`src/rtl/adder_share_arbiter.sv`:
```
// Round-robin sharing of one 64-bit adder between two requesters.
// The result lands in a single-entry output buffer that has valid/ready backpressure.

module adder_64bit (
   input  logic [63:0] a,
   input  logic [63:0] b,
   input  logic        c_in,
   output logic [63:0] sum,
   output logic        ovf
);
   assign sum = a + b + {63'd0, c_in};
   // Signed overflow: the operands share a sign and the result's sign differs from it.
   assign ovf = (a[63] == b[63]) && (sum[63] != a[63]);
endmodule

module adder_share_arbiter #(
   parameter int WIDTH = 64,
   parameter int CNT_W = 16
) (
   input  logic             clk,
   input  logic             rst,
   input  logic             req0_valid,
   output logic             req0_ready,
   input  logic [WIDTH-1:0] req0_a,
   input  logic [WIDTH-1:0] req0_b,
   input  logic             req0_sub,
   input  logic             req1_valid,
   output logic             req1_ready,
   input  logic [WIDTH-1:0] req1_a,
   input  logic [WIDTH-1:0] req1_b,
   input  logic             req1_sub,
   output logic             res_valid,
   input  logic             res_ready,
   output logic [WIDTH-1:0] res_sum,
   output logic             res_ovf,
   output logic             res_id,
   output logic [CNT_W-1:0] cnt0,
   output logic [CNT_W-1:0] cnt1
);
   typedef enum logic {EMPTY = 1'b0, FULL = 1'b1} state_t;

   state_t           state_reg, state_next;
   logic             rr_reg;
   logic [WIDTH-1:0] sum_reg;
   logic             ovf_reg;
   logic             id_reg;
   logic [CNT_W-1:0] cnt0_reg, cnt1_reg;

   logic             slot_free, grant0, grant1, grant_any, handoff;
   logic [WIDTH-1:0] op_a, op_b, b_inv, add_sum;
   logic             op_sub, add_ovf;

   // The buffer can take a new result when it is empty, or when it is being drained in the same cycle.
   always_comb begin
      slot_free = (state_reg == EMPTY) || res_ready;
      grant0    = 1'b0;
      grant1    = 1'b0;
      if (!rst && slot_free) begin
         if (req0_valid && (!req1_valid || !rr_reg))
            grant0 = 1'b1;
         else if (req1_valid)
            grant1 = 1'b1;
      end
   end

   assign grant_any = grant0 | grant1;
   assign handoff   = (state_reg == FULL) && res_ready;

   assign op_a   = grant1 ? req1_a   : req0_a;
   assign op_b   = grant1 ? req1_b   : req0_b;
   assign op_sub = grant1 ? req1_sub : req0_sub;
   assign b_inv  = op_b ^ {WIDTH{op_sub}};

   adder_64bit u_adder (
      .a    (op_a),
      .b    (b_inv),
      .c_in (op_sub),
      .sum  (add_sum),
      .ovf  (add_ovf)
   );

   always_comb begin
      state_next = state_reg;
      case (state_reg)
         EMPTY:   if (grant_any) state_next = FULL;
         FULL:    if (res_ready && !grant_any) state_next = EMPTY;
         default: state_next = EMPTY;
      endcase
   end

   always_ff @(posedge clk) begin
      if (rst) begin
         state_reg <= EMPTY;
         rr_reg    <= 1'b0;
         sum_reg   <= '0;
         ovf_reg   <= 1'b0;
         id_reg    <= 1'b0;
         cnt0_reg  <= '0;
         cnt1_reg  <= '0;
      end else begin
         state_reg <= state_next;
         if (grant_any) begin
            rr_reg  <= grant0;  // priority passes to the requester that lost
            sum_reg <= add_sum;
            ovf_reg <= add_ovf;
            id_reg  <= grant1;
         end
         if (handoff && !id_reg) cnt0_reg <= cnt0_reg + 1'b1;
         if (handoff && id_reg)  cnt1_reg <= cnt1_reg + 1'b1;
      end
   end

   assign req0_ready = grant0;
   assign req1_ready = grant1;
   assign res_valid  = (state_reg == FULL);
   assign res_sum    = sum_reg;
   assign res_ovf    = ovf_reg;
   assign res_id     = id_reg;
   assign cnt0       = cnt0_reg;
   assign cnt1       = cnt1_reg;
endmodule

```
`config.mk`:
```
export PLATFORM = sky130hd
export DESIGN_NAME = adder_share_arbiter
export DESIGN_NICKNAME = d
export VERILOG_FILES = /design/src/rtl/adder_share_arbiter.sv
export SDC_FILE = /design/constraint.sdc
export NUM_CORES = 1
export LEC_CHECK = 0
export ABC_AREA = 1
export ABC_CLOCK_PERIOD_IN_PS = 7400
export CAP_MARGIN = 20
export CELL_PAD_IN_SITES_DETAIL_PLACEMENT = 0
export CELL_PAD_IN_SITES_GLOBAL_PLACEMENT = 2
export CORE_ASPECT_RATIO = 0.9
export CORE_MARGIN = 8
export CORE_UTILIZATION = 25
export CTS_CLUSTER_SIZE = 24
export DETAILED_ROUTE_END_ITERATION = 6
export PLACE_DENSITY = 0.95
export SLEW_MARGIN = 10
export SYNTH_ARGS = -nofsm -noshare
export SYNTH_HDL_FRONTEND = slang
export SYNTH_SLANG_ARGS = --single-unit
```
`constraint.sdc`:
```
create_clock -name clk -period 7.4 [get_ports clk]
set_input_delay 1.48 -clock clk [delete_from_list [all_inputs] [get_ports clk]]
set_output_delay 1.48 -clock clk [all_outputs]
set_load 0.05 [all_outputs]
```
======== Yosys cells after proc, flatten, opt, wreduce, memory -nomap -nowiden ========
Index checks and enable logic that the tools add are counted.
storage, ports and cells
  register bits after elaboration ......... 100
  input bits .............................. 263
  output and inout port bits .............. 101
  logic and storage cells ................. 41
operators by class
  add/subtract/negate cells ............... 4
  equality and inequality tests ........... 2
  multiplexer cells ....................... 11
  bitwise logic cells ..................... 3
  reductions and logical operators ........ 14
operators with widths
  kind                                            number
  2-to-1 mux 64 bit                               2
  adder 64 x 1 -> 64 bit                          1
  adder 64 bit                                    1
  XOR 64 bit                                      1
  adder 16 x 1 -> 16 bit (second input constant)  2
  2-to-1 mux 1 bit                                8
  logical AND 1 bit                               7
  zero test 1 bit                                 5
  logical OR 1 bit                                2
  case mux 1 bit (2 select lines)                 1
  equality test 1 bit                             1
  inequality test 1 bit                           1
  NOT 1 bit                                       1
  bitwise OR 1 bit                                1

======== Depth between registers and ports, before layout ========
  word-level depth ........................ 11
  gate-level depth with buffers ........... 25

======== Cells and area by module ========
A second synthesis with hierarchy kept.
second synthesis, totals
  cells, all modules ...................... 2560
  area, all modules ....................... 12957.4 µm²
modules (own cells, without submodules)
  module               times used  cells each  area an instance (µm²)
  adder_share_arbiter  1           1258        6836.6
  adder_64bit          1           1302        6120.9

======== Least setup slack after synthesis ========
OpenSTA, ideal clock, no wires.
  kind .................................... input to register
  start ................................... input port res_ready
  end ..................................... register sum_reg[38], in the netlist res_sum[38]
  setup time .............................. 0.113 ns
  arrival ................................. 4.420 ns
  data required time ...................... 7.287 ns
  path slack .............................. 2.867 ns
  cell stages on the path ................. 20
  buffers on the path ..................... 2
  path through ............................ inv_2 a21oi_4 nand2_4 clkbuf_1 buf_2 mux2i_1 xor2_1 ha_1 a21oi_1 nand2_1 a21oi_1 o21ai_1 a21oi_1 inv_1 nand2_1 nand2_1 a21oi_1 xnor2_1 o21ai_1 inv_1
between the ends
  word-level cells in the longest chain between the ends .. 7
  elaborated cells between the ends (all ways) .. 11
  classes of those cells .................. 2 x add/sub; 5 x mux; 2 x bitwise; 2 x reduce/logical
RTL lines
  item                                                          line    RTL
  start, declared                                               33      input logic res_ready,
  logical OR 1 bit *                                            55      slot_free = (state_reg == EMPTY) || res_ready;
  logical AND 1 bit *                                           58      if (!rst && slot_free) begin
  2-to-1 mux 1 bit                                              58
  2-to-1 mux 64 bit / 2-to-1 mux 1 bit (equally long branches)  70, 71
  XOR 64 bit                                                    72      assign b_inv = op_b ^ {WIDTH{op_sub}};
  adder 64 bit                                                  11      assign sum = a + b + {63'd0, c_in};
  adder 64 x 1 -> 64 bit                                        11
  end signal, assigned                                          104     sum_reg <= add_sum;
  end, declared                                                 44      logic [WIDTH-1:0] sum_reg;
Every way passes the cells marked *; elsewhere a longest branch is shown, timed or not.
A chain may end at the register's enable or synchronous reset.

======== Worst setup path in the final report ========
  start ................................... input port res_ready
  end ..................................... register sum_reg[54], in the netlist res_sum[54]
The elaborated chain is that of the path after synthesis.

==> flow_summary.ini <==
[global_routing]
grt_pass1_wl_mm = 72.4
track_usage_pct = 19.0
antenna_found_initial = 1
grt_pass1_vias = 12300
gr-total-overflow = 0
grt_max_degree = 58

[drt]
drt_wl_total_mm = 47.4
vias = 12100
wl_per_cell_um = 18.4
drtIter0Drc = 667
antenna_left = 0
first_pass_iters = 6
drc = 0
vias_per_cell = 4.68

[clock_tree]
cts_setup_buffers = 0
max-clock-path-buffers = 2
cts_sinks = 100
htree_levels = 3
cts_hold_buf = 0
cts_tree = yes
cts_root_buf = clkbuf_16
clock_latency_ns = 0.37
post_cts_resized = 0
clk_pin_slew_ns = 0.08
cts_buffers = 9

[critical_path]
worst_path_max_delay_cell = a21oi_1
endpoint_kind = register
rr_worst_depth = 20
cp_common_cell = nand2_1
critical_path_class = input pin to register
worstPathArrival_ns = 6.10
r2r-end = res_sum[54]
cpPeakStageDelay_ns = 0.64
required_ns = 7.67
rrSetupSlack_ns = 2.79
reg2reg_from = res_valid
worst_setup_path_start_kind = input pin
worstPathCellList = clkdlybuf4s50_1 > inv_2 > a21oi_4 > nand3b_1 > nand2_4 > nand2_2 > nand2_1 > inv_1 > fa_1 > nand3_1 > nand2_1 > a21oi_1 > o21ai_1 > a21oi_1 > inv_1 > nand3_1 > o211ai_1 > nand2_1 > nand2_1 > nand2_1 > nand3_1 > nand2_1 > inv_1
crit_fanout = 41

[layout]
area_growth_pct = 43.6
largest_register_ffs = 64
nets = 2360
fin_util_pct = 36.4
drive_above_1_share_pct = 2.65
n_antenna_cell = 0

[hold_path]
min_path_type = register to register
min_path_cells = 1
hold_start = cnt0[15]
hold_path_end = cnt0[15]

[place]
hpwl_mm = 40.1
io_buffers = 363
gp_congestion = 0.885

[power]
combPwrFrac_pct = 59.9
p_per_area_nw_per_um2 = 189
p_int_w = 0.00143
ir_worst_vdd_uv = 142
switchingPower_w = 0.00137
p_seq_share_pct = 22.3
p_clk_share_pct = 17.8
power.leakage_nw = 6.85
power_switching_share_pct = 49.0

[outcome]
status = finished clean

[logic_synthesis]
synthTopCellsByArea = dfxtp_1 (19%), nand2_1 (15%), nor2_1 (9.0%), ha_1 (7.7%), xor2_1 (7.7%)
synth.avg_cell_area_um2 = 6.10
syn_area_um2 = 10300
ys_seq_area_share_pct = 19.4
synth_largest_area_cell = dfxtp_1
synth_edf_count = 0
ys_async_sr_fraction_pct = 0
ys_ff_latch = 100
synth-main-ff-cell = dfxtp_1
synth_cell_types = 44
synth_nets = 2023
synth_top_area_share_pct = 19.4
netlist_instances = 1695
yosys_warnings = 0

[die]
core_area_um2 = 40700
dieWidth_um = 230
start_util_pct = 25.4
die_area_um2 = 48100
row_count = 70
die_h_um = 209
io_pins = 364

[timing]
period_share_pct = 78.8
finalClockSkew_ns = 0.0147
slew_headroom_pct = 45.6
finalMaxSlewViolations = 0
tightest_slew_ns = 0.817
setup-tns-final_ns = 0
period_minus_slack_ns = 5.83
final-hold-violation-count = 0
setup_viol = 0
rsz0062_at_grt = false
fmax_mhz = 171

[run]
max_cap_viol_count = 0
[per-stage QoR]
step                power [W]  area (µm²)  worst slack [ns]  hold slack, ns  cells
floorplan             0.00167       10300              2.87           0.461   1695
global route          0.00301       14800              1.25           0.492   2577
CTS                   0.00283       14800              1.61           0.462   2577
global placement      0.00232       14500              1.25           0.439   2561
finish                0.00280       14800              1.57           0.460   2577
detailed placement    0.00231       14500              1.23           0.448   2561
[synthesized netlist by cell type (2+ instances only)]
cell type  instances
nor3b_1            3
o221ai_1           2
a21boi_0           5
nor3_2             3
o21ai_1            2
nand3b_1           2
nor3_1            25
nand4_1           10
o211ai_1           8
nor2_1           247
nand2_4            2
a21oi_4            2
nor2_2             2
nand2_2            6
clkbuf_1          29
dfxtp_1          100
o21bai_1           3
or2_2              2
o21a_1            13
inv_1            205
a31oi_1            8
nor4_1             6
a21o_1            13
buf_1             11
a21oi_1          132
ha_1              64
xor2_1            91
nand2_1          403
mux2i_1           64
xnor2_1           15
inv_2              3
buf_2             10
o21ai_0          125
nand3_1           69
[worst max path at each step]
stage,slack (ns),endpoint,startpoint,depth (start not counted)
floorplan,2.87,res_sum[38],res_ready,20
global placement,1.25,res_sum[54],res_ready,22
detailed placement,1.23,res_sum[54],res_ready,23
CTS,1.61,res_sum[54],res_ready,23
global route,1.25,res_sum[54],res_ready,23
finish,1.57,res_sum[54],res_ready,23
[area by class of cell]
class	count	area (µm²)
well taps	540	676
inverters	208	781
fillers	4464	25900
multi-input cells	1337	7360
clock buffers	9	225
flip-flops and latches	100	2000
clock inverters	7	70.1
repair buffers	376	3730
[critical path, delay by kind of cell]
| kind | cells | cell delay (ns) |
|---|---|---|
| fa+ha+maj | 1 | 0.41 |
| buf+inv | 5 | 0.89 |
| compound gates | 5 | 1.59 |
| simple gates | 12 | 1.72 |
[per-layer routing]
layer  vias to the layer above  GRT usage, %  routed length, µm
met5                         -             0                  0
met4                         0          3.93                821
met3                        41          3.25               2420
met2                       339          31.4              21300
met1                      5527          25.7              22900
li1                       6157             -                  -
[power groups by stage]
stage,combinational [W],clock [W],sequential [W]
2_1_floorplan,0.000865,0,0.000803
3_3_place_gp,0.00168,0,0.000637
3_5_place_dp,0.00167,0,0.000638
4_1_cts,0.00168,0.000518,0.000626
5_1_grt,0.00184,0.000539,0.000631
6_report,0.00168,0.000498,0.000624
[cells by family (layout without fill, tap and decap cells)]
| kind of cell | count (synthesis) | in the layout | synth area share (%) |
|---|---|---|---|
| xor+xnor | 106 | 106 | 8.98 |
| fa+ha+maj | 65 | 65 | 7.94 |
| mux | 64 | 64 | 6.20 |
| compound gates | 320 | 320 | 17.2 |
| simple gates | 782 | 782 | 30.8 |
| buf+inv | 258 | 600 | 9.49 |
| flops | 100 | 100 | 19.4 |
[cells in the final DEF, fill, tap and decap left out, types with 64 or more instances in the layout]
cell,Yosys,layout
nand2_1,403,403
clkdlybuf4s50_1,0,362
nor2_1,247,246
inv_1,205,204
a21oi_1,132,132
o21ai_0,125,125
dfxtp_1,100,100
xor2_1,91,91
nand3_1,69,69
mux2i_1,64,64
ha_1,64,64
Power figures use the tool's default switching activity.
